`src/rtl/uart_tx_fifo.sv`:
```
// Buffered UART transmitter, 8N1 (8E1 when UART_TX_PARITY_EN is defined).
// Latency: push into empty FIFO at edge N -> pop at N+1 -> start bit on txd_o from N+2.
// Backpressure: ready_o drops while the byte FIFO is full; frames run back-to-back.

module sync_fifo #(
   parameter int WIDTH = 8,
   parameter int DEPTH = 16
) (
   input  logic                     clk_i,
   input  logic                     rst_i,
   input  logic                     push_vld,
   input  logic [WIDTH-1:0]         push_dat,
   output logic                     push_rdy,
   output logic                     pop_vld,
   output logic [WIDTH-1:0]         pop_dat,
   input  logic                     pop_rdy,
   output logic [$clog2(DEPTH):0]   count
);
   localparam int AW = $clog2(DEPTH);
   localparam int CW = AW + 1;

   logic [WIDTH-1:0] mem [DEPTH];
   logic [AW-1:0]    wr_ptr;
   logic [AW-1:0]    rd_ptr;
   logic             push;
   logic             pop;

   assign push_rdy = (count != CW'(DEPTH));
   assign pop_vld  = (count != '0);
   assign pop_dat  = mem[rd_ptr];
   assign push     = push_vld && push_rdy;
   assign pop      = pop_rdy && pop_vld;

   // Pointers wrap naturally because DEPTH is a power of two.
   always_ff @(posedge clk_i) begin
      if (rst_i) begin
         wr_ptr <= '0;
         rd_ptr <= '0;
         count  <= '0;
      end else begin
         if (push) wr_ptr <= wr_ptr + AW'(1);
         if (pop)  rd_ptr <= rd_ptr + AW'(1);
         case ({push, pop})
            2'b10:   count <= count + CW'(1);
            2'b01:   count <= count - CW'(1);
            default: count <= count;
         endcase
      end
   end

   always_ff @(posedge clk_i) begin
      if (push) mem[wr_ptr] <= push_dat;
   end
endmodule

module uart_tx_fifo #(
   parameter int CLK_FREQ_HZ = 100_000_000,
   parameter int BAUD_RATE   = 115_200,
   parameter int FIFO_DEPTH  = 16
) (
   input  logic                          clk_i,
   input  logic                          rst_i,
   input  logic [7:0]                    data_i,
   input  logic                          valid_i,
   output logic                          ready_o,
   output logic                          txd_o,
   output logic                          busy_o,
   output logic [$clog2(FIFO_DEPTH):0]   fifo_count_o
);
   localparam int CLKS_PER_BIT = (CLK_FREQ_HZ + BAUD_RATE / 2) / BAUD_RATE;
   localparam int CNT_W        = (CLKS_PER_BIT > 1) ? $clog2(CLKS_PER_BIT) : 1;
   localparam logic [CNT_W-1:0] CNT_RELOAD = CNT_W'(CLKS_PER_BIT - 1);

`ifdef UART_TX_PARITY_EN
   typedef enum logic [2:0] {IDLE, START, DATA, PARITY, STOP} state_t;
`else
   typedef enum logic [2:0] {IDLE, START, DATA, STOP} state_t;
`endif

   state_t           state_q, state_d;
   logic [CNT_W-1:0] cnt_q, cnt_d;
   logic [2:0]       idx_q, idx_d;
   logic [7:0]       shreg_q, shreg_d;
   logic             line_d;
   logic             bit_end;
   logic             fifo_pop_vld;
   logic             fifo_pop_rdy;
   logic [7:0]       fifo_pop_dat;
`ifdef UART_TX_PARITY_EN
   logic             par_q, par_d;
`endif

   sync_fifo #(
      .WIDTH (8),
      .DEPTH (FIFO_DEPTH)
   ) u_fifo (
      .clk_i    (clk_i),
      .rst_i    (rst_i),
      .push_vld (valid_i),
      .push_dat (data_i),
      .push_rdy (ready_o),
      .pop_vld  (fifo_pop_vld),
      .pop_dat  (fifo_pop_dat),
      .pop_rdy  (fifo_pop_rdy),
      .count    (fifo_count_o)
   );

   assign bit_end = (cnt_q == '0);

   // txd_o and busy_o are registered views of the current state, so both
   // trail the FSM by one cycle and stay aligned with each other.
   always_ff @(posedge clk_i) begin
      if (rst_i) begin
         state_q <= IDLE;
         cnt_q   <= '0;
         idx_q   <= '0;
         shreg_q <= '0;
         txd_o   <= 1'b1;
         busy_o  <= 1'b0;
`ifdef UART_TX_PARITY_EN
         par_q   <= 1'b0;
`endif
      end else begin
         state_q <= state_d;
         cnt_q   <= cnt_d;
         idx_q   <= idx_d;
         shreg_q <= shreg_d;
         txd_o   <= line_d;
         busy_o  <= (state_q != IDLE);
`ifdef UART_TX_PARITY_EN
         par_q   <= par_d;
`endif
      end
   end

   always_comb begin
      state_d      = state_q;
      cnt_d        = bit_end ? cnt_q : cnt_q - CNT_W'(1);
      idx_d        = idx_q;
      shreg_d      = shreg_q;
      line_d       = 1'b1;
      fifo_pop_rdy = 1'b0;
`ifdef UART_TX_PARITY_EN
      par_d        = par_q;
`endif
      case (state_q)
         IDLE: begin
            if (fifo_pop_vld) begin
               fifo_pop_rdy = 1'b1;
               shreg_d      = fifo_pop_dat;
               cnt_d        = CNT_RELOAD;
               state_d      = START;
`ifdef UART_TX_PARITY_EN
               par_d        = ^fifo_pop_dat;
`endif
            end
         end
         START: begin
            line_d = 1'b0;
            if (bit_end) begin
               cnt_d   = CNT_RELOAD;
               idx_d   = 3'd0;
               state_d = DATA;
            end
         end
         DATA: begin
            line_d = shreg_q[0];
            if (bit_end) begin
               cnt_d   = CNT_RELOAD;
               shreg_d = {1'b0, shreg_q[7:1]};
               idx_d   = idx_q + 3'd1;
               if (idx_q == 3'd7) begin
`ifdef UART_TX_PARITY_EN
                  state_d = PARITY;
`else
                  state_d = STOP;
`endif
               end
            end
         end
`ifdef UART_TX_PARITY_EN
         PARITY: begin
            line_d = par_q;
            if (bit_end) begin
               cnt_d   = CNT_RELOAD;
               state_d = STOP;
            end
         end
`endif
         STOP: begin
            line_d = 1'b1;
            if (bit_end) begin
               // Chain straight into the next start bit when a byte is waiting.
               if (fifo_pop_vld) begin
                  fifo_pop_rdy = 1'b1;
                  shreg_d      = fifo_pop_dat;
                  cnt_d        = CNT_RELOAD;
                  state_d      = START;
`ifdef UART_TX_PARITY_EN
                  par_d        = ^fifo_pop_dat;
`endif
               end else begin
                  state_d = IDLE;
               end
            end
         end
         default: state_d = IDLE;
      endcase
   end
endmodule

```
`config.mk`:
```
export PLATFORM = sky130hd
export DESIGN_NAME = uart_tx_fifo
export DESIGN_NICKNAME = d
export VERILOG_FILES = /design/src/rtl/uart_tx_fifo.sv
export SDC_FILE = /design/constraint.sdc
export NUM_CORES = 1
export LEC_CHECK = 0
export ABC_AREA = 1
export CAP_MARGIN = 20
export CORE_AREA = 10 10 123 170
export DETAILED_ROUTE_END_ITERATION = 8
export DIE_AREA = 0 0 133 180
export GPL_TIMING_DRIVEN = 0
export MAX_ROUTING_LAYER = met4
export PLACE_DENSITY_LB_ADDON = 0.1
export SETUP_SLACK_MARGIN = 0.1
export SYNTH_ARGS = -nofsm -noshare
export SYNTH_HDL_FRONTEND = slang
export SYNTH_SLANG_ARGS = --single-unit
```
`constraint.sdc`:
```
create_clock -name clk_i -period 6.3 [get_ports clk_i]
set_clock_uncertainty 0.2 [all_clocks]
set_input_delay 1.89 -clock clk_i [delete_from_list [all_inputs] [get_ports clk_i]]
set_output_delay 1.89 -clock clk_i [all_outputs]
set_load 0.02 [all_outputs]
```
**Word-level counts from Yosys, hierarchy flattened**

Memory sizes are Yosys's and may differ from the RTL's. A register that Yosys moved wholly into a read port is not among the register bits.
Index checks and enable logic that the tools add are counted.

- Register bits after elaboration: 39
- Memory bits (writable): 128
- Input bits: 11
- Output and inout bits: 8
- Word-level logic and storage cells: 69
- Memories kept: 1

Memories:

| name | depth | width | rd ports | clocked after Yosys merged registers in | wr ports | line | text |
|---|---|---|---|---|---|---|---|
| u_fifo.mem | 16 | 8 | 1 | 1 | 1 | 22 | `logic [WIDTH-1:0] mem [DEPTH];` |

- Add/sub/neg operators: 6
- Eq/ne operators: 12
- Muxes and demuxes: 28
- Reduce and logical (&&, ||, !) cells: 13

Operators by type and width:

| kind | number |
|---|---|
| 10-bit two-way mux | 4 |
| 10-bit one-hot mux with 3 select lines | 1 |
| 8-bit two-way mux | 3 |
| 8-bit one-hot mux with 3 select lines | 1 |
| 3-bit two-way mux | 7 |
| 3-bit one-hot mux with 4 select lines | 1 |
| 10-bit logical NOT | 1 |
| 5-bit one-hot mux with 2 select lines | 1 |
| 10-bit by 1-bit subtractor with 10-bit output, second input constant | 1 |
| 4-bit by 1-bit adder with 4-bit output, second input constant | 2 |
| 4-bit two-way mux | 2 |
| 2-bit inequality test, second input constant | 4 |
| 3-bit by 2-bit equality test with 1-bit output, second input constant | 2 |
| 3-bit one-hot mux with 2 select lines | 1 |
| 3-bit AND reduction | 2 |
| 3-bit nonzero test | 2 |
| 5-bit by 1-bit adder with 5-bit output, second input constant | 1 |
| 1-bit two-way mux | 5 |
| 5-bit inequality test, second input constant | 1 |
| 5-bit AND reduction | 1 |
| 5-bit nonzero test | 1 |
| 5-bit by 1-bit subtractor with 5-bit output, second input constant | 1 |
| 1-bit one-hot mux with 2 select lines | 2 |
| 2-bit nonzero test | 2 |
| 9 further kinds | 10 |

**Depth between registers and ports, before layout**

- Word-level depth: 7
- Mapped depth: 20
- Gate-level depth less buffers: 19

**Hierarchy**

A second synthesis with hierarchy kept.

- Cells, all modules: 710
- Area total of the unflattened synthesis: 7,681.1 um^2

By module, submodules not included:

| module | times used | cells an instance | area an instance (um^2) | seq. area each (um^2) |
|---|---|---|---|---|
| sync_fifo | 1 | 476 | 6,130.9 | 4,184.0 |
| uart_tx_fifo | 1 | 234 | 1,550.2 | 500.5 |

**Worst setup path before layout**

OpenSTA, ideal clock, no wires.

- Path kind: input to register
- Start: input valid_i
- End: register u_fifo.count[2]
- Setup time: 0.115 ns
- Arrival time: 3.136 ns
- Required time: 5.985 ns
- Slack: 2.849 ns
- Stages: 10
- Buffers on the path: 1
- Path through: nand2_1 > ha_1 > clkbuf_2 > xor2_1 > ha_1 > inv_1 > nand2_1 > xor2_1 > o21ai_0 > inv_1

- Word-level cells in the longest chain between the ends: 3
- Elaborated cells on any way between the ends: 5
- Classes of those cells: 2 x eq/ne; 1 x mux; 2 x reduce/logical

RTL lines:

| what | line | text |
|---|---|---|
| start, declared | 64 | `input logic valid_i,` |
| 1-bit logical AND (*) | 31 | `assign push = push_vld && push_rdy;` |
| 2-bit by 1-bit equality test with 1-bit output or 2-bit equality test (tied branches) | 43 | `case ({push, pop})` |
| 5-bit one-hot mux with 2 select lines or 2-bit nonzero test (tied branches) | -- |  |
| end signal, assigned | 44 | `2'b10: count <= count + CW'(1);` |
| end signal, assigned | 45 | `2'b01: count <= count - CW'(1);` |
| end signal, assigned | 46 | `default: count <= count;` |
| end, declared | 17 | `output logic [$clog2(DEPTH):0] count` |

Mark *: on every way between the ends. The rest lies on a longest branch, timed or not.
A chain may end at the register's enable or synchronous reset.

**Worst setup path in the final report**

- Start: register u_fifo.count[2]
- End: output ready_o

- Word-level cells in the longest chain between the ends: 1

RTL lines:

| what | line | text |
|---|---|---|
| 5-bit inequality test | 28 | `assign push_rdy = (count != CW'(DEPTH));` |
| end, declared | 65 | `output logic ready_o,` |

Every way passes these cells.

==> metrics.yaml <==
status:
  result_of_the_run: "completed"
global_route:
  globalRoute.totalOverflow: 0
  antenna_violations_before_repair: 0
  global_route.usage.total_pct: 17.1
  grt_start_max_net_pins: 19
  vias_in_the_first_global_route: 5709
  grt_pass1_wl_mm: 30.9
floorplan:
  die_area_sq_um: 23900
  top_level_ports: 19
  fp-row-count: 58
  dieWidth_microns: 133
  floorplan.initialDensity_pct: 44.3
  coreArea_sq_um: 17800
  dieHeight_microns: 180
clocking:
  worstSkewPairLatency_ps: 440
  cts-root-to-sink-buffers: 2
  clock_tree_from_tritoncts: "built"
  cts_setup_buffers: 0
  ctsResizeCount: 0
  cts.sinks: 170
  clk_slew_on_worst_s_h_paths_ps: 70
  cts_h_tree_depth: 4
  ctsRootBufferMaster: "sky130_fd_sc_hd__clkbuf_16"
  numCtsBuffers: 17
  cts_hold_repair.buffers: 0
synthesis:
  synth.ff_latch_count: 170
  synth_seq_area_share_pct: 59.4
  yosys.area_share.adder_pct: 2.86
  synth.mux.area_fraction_pct: 0
  synth-xor-area-share_pct: 0.778
  synth_simple_gate_area_share_pct: 24.7
  avgSynthCellArea_sq_um: 9.20
  dominant_combinational_cell_family_by_area_after_synthesis: "simple AND/OR/NAND/NOR gates"
  syn-num-nets: 886
  netlist_instances: 857
  synthesized_area_fraction_occupied_by_ao_oa_aoi_and_oai_cells_pct: 5.01
  post_synth_instance_area_sq_um: 7890
  synthesis.yosys.warnings: 0
  ys_types: 36
sta:
  finalSetupViolCount: 0
  setup-tns-final_ps: 0
  clock.fmax_mhz: 266
  rsz0062_at_grt: "false"
  max-slew-margin-rel_pct: 39.8
  finalCritPeriodShare_pct: 59.7
  timing.hold.ws_ps: 273
  slew_worst_pin_ps: 900
  timing.final.crit_period_ps: 3760
  hold_violations: 0
  final-max-slew-violation-count: 0
worst_setup_path:
  regToRegEndpoint: "u_fifo.count[4]"
  regToRegSetupSlack_ps: 3210
  worst_setup_path_startpoint: "u_fifo.count[2]"
  worst_ep_required_time_ps: 4210
  endpoint_kind: "output pin"
  capture_point_of_the_critical_path: "ready_o"
  rr_worst_depth: 20
  timing.critical_path.arrival_ps: 1670
  timing.critical_path.from_type: "flip-flop"
  source_of_the_worst_register_to_register_timing_path: "cnt_q[0]"
  path_max_fanout: 6
  setup.worst_path.class: "reg2out"
placement:
  buffers_added_on_ports: 18
  post-dp-hpwl_mm: 14.0
  placed_cells: 1115
  gp_routability_congestion: 0.933
power_and_ir_drop:
  share_comb_of_total_power_pct: 37.4
  p_seq_share_pct: 35.9
  static-leakage-power_nw: 3.77
  internal-power_w: 0.00230
  max-vdd-ir-drop_mv: 0.250
  switchingPower_w: 0.00152
  clock_power_share_pct: 26.7
  p_per_area_nw_per_um2: 428
  power.switching_fraction_pct: 39.8
min_path:
  min_path_type: "reg2reg"
detailed_routing:
  postRouteWirelength_mm: 19.6
  drt-vias-per-instance: 5.03
  num_vias: 5771
  wl_per_cell_microns: 17.1
  final_antenna_net_count: 0
  detail_route.first_pass.iterations: 5
  drt_first_iter_violations: 388
  detail_route.drc_violations: 0
layout:
  finish.cell_count_without_fillers: 1147
  post_route_cells_drive_above_1_share_pct: 9.70
  area_growth_pct: 13.4
  nFillCells: 1696
  final_nets: 923
  number_of_antenna_cells_inserted: 0
run:
  cap_viol_max_count: 0
[cells in the mapped netlist]
master                     count  area, sq um
sky130_fd_sc_hd__o21ai_2       1         8.76
sky130_fd_sc_hd__nand2_4       1         11.3
sky130_fd_sc_hd__buf_6         1         11.3
sky130_fd_sc_hd__o21ai_4       2         32.5
sky130_fd_sc_hd__nand2_1     253          950
sky130_fd_sc_hd__inv_2         7         26.3
sky130_fd_sc_hd__a31oi_1       2         12.5
sky130_fd_sc_hd__a21oi_2       3         26.3
sky130_fd_sc_hd__inv_1        99          372
sky130_fd_sc_hd__nor2_4        1         11.3
sky130_fd_sc_hd__ha_1         18          225
sky130_fd_sc_hd__clkinv_2      1         5.00
sky130_fd_sc_hd__buf_2        17         85.1
sky130_fd_sc_hd__xor2_1        4         35.0
sky130_fd_sc_hd__or2_2         1         6.26
sky130_fd_sc_hd__xnor2_1       3         26.3
sky130_fd_sc_hd__o21ai_1       1         5.00
sky130_fd_sc_hd__o211ai_1      5         37.5
sky130_fd_sc_hd__nand2_2       5         31.3
sky130_fd_sc_hd__nand3_4       3         52.6
sky130_fd_sc_hd__nor3_2        1         10.0
sky130_fd_sc_hd__nor2_1       71          267
sky130_fd_sc_hd__nor3_1        3         15.0
sky130_fd_sc_hd__a211oi_2      1         12.5
sky130_fd_sc_hd__nor2_2        6         37.5
sky130_fd_sc_hd__edfxtp_1    128         3840
sky130_fd_sc_hd__a21oi_1      29          145
sky130_fd_sc_hd__buf_1         1         3.75
sky130_fd_sc_hd__clkbuf_1      9         33.8
sky130_fd_sc_hd__buf_4         3         22.5
sky130_fd_sc_hd__nand4_1       7         43.8
sky130_fd_sc_hd__clkinv_1      1         3.75
sky130_fd_sc_hd__dfxtp_1      42          841
sky130_fd_sc_hd__o21ai_0      23          115
sky130_fd_sc_hd__clkbuf_2      2         10.0
sky130_fd_sc_hd__nand3_1     102          510
[layer usage]
layer / global-route usage, % / part of all wire [%] / up-vias
met5: - / 0 / -
met4: 8.16 / 3.4 / 0
met3: 2.93 / 3.2 / 40
met2: 29.3 / 52 / 112
met1: 18.9 / 41 / 2741
li1: - / - / 2878
[critical path, cell delays in order (launching register included)]
cell and delay, ps:
sky130_fd_sc_hd__dfxtp_1 430, sky130_fd_sc_hd__nor2_1 100, sky130_fd_sc_hd__nand4_1 100, sky130_fd_sc_hd__clkdlybuf4s50_1 620
[sequential cells by signal, indices dropped and copies added (netlist names), named ones only]
register       flops
txd_o              1
u_fifo.rd_ptr      4
u_fifo.wr_ptr      4
busy_o             1
u_fifo.mem       128
shreg_q            8
idx_q              3
u_fifo.count       5
cnt_q             10
state_q            2
[layout make-up]
type / instances / area [sq um] / area share [%]
tap: 240 / 300 / 3.36
multi-input combinational: 546 / 2630 / 29.4
clock buffer: 17 / 425 / 4.76
sequential: 170 / 4680 / 52.4
timing repair buffer: 18 / 180 / 2.02
inverter: 108 / 407 / 4.55
buffer: 33 / 166 / 1.86
clock inverter: 15 / 148 / 1.65
[power groups by stage]
stage | clock network [W] | registers, W | logic, W
after floorplan | 0 | 0.00140 | 0.00102
after global placement | 0 | 0.00139 | 0.00140
after detailed placement | 0 | 0.00140 | 0.00143
after CTS | 0.00104 | 0.00137 | 0.00143
after global routing | 0.00109 | 0.00138 | 0.00161
final | 0.00102 | 0.00137 | 0.00143
[worst min-delay path by stage]
| stage | start | to | slack, ps | cells after the start |
|---|---|---|---|---|
| 6_report | shreg_q[0] | shreg_q[0] | 270 | 2 |
| 5_1_grt | shreg_q[7] | shreg_q[7] | 290 | 2 |
| 4_1_cts | shreg_q[0] | shreg_q[0] | 270 | 2 |
| 3_5_place_dp | shreg_q[0] | txd_o | 260 | 2 |
| 3_3_place_gp | idx_q[0] | idx_q[0] | 250 | 1 |
| 2_1_floorplan | shreg_q[0] | txd_o | 230 | 2 |
[kinds of logic (layout without fill, tap and decap cells)]
family	after synthesis	after routing
simple gates	454	454
flops	170	170
buf+inv	141	191
compound gates	67	67
fa+ha+maj	18	18
xor+xnor	7	7
[per-stage QoR]
step	instance area (sq um)	util, %	power (W)	setup slack, ps
after floorplan	7890	-	0.00242	2850
after CTS	8940	50.3	0.00384	2490
after global placement	8370	47.1	0.00280	2120
final	8940	50.3	0.00382	2540
after global routing	8940	50.3	0.00409	2400
after detailed placement	8370	47.1	0.00282	2090
[cell usage in the layout, fill, tap and decap left out, drive strengths merged]
master         count
dfxtp             42
nor2              78
xor2               4
a21oi             32
nand3            105
ha                18
edfxtp           128
nor3               4
nand2            259
buf               22
clkinv             6
a211oi             1
o21ai             27
nand4              7
clkdlybuf4s50     18
clkbuf            28
a31oi              2
or2                1
o211ai             5
inv              116
xnor2              3
clkinvlp           1
(Power assumes the default switching activity.)
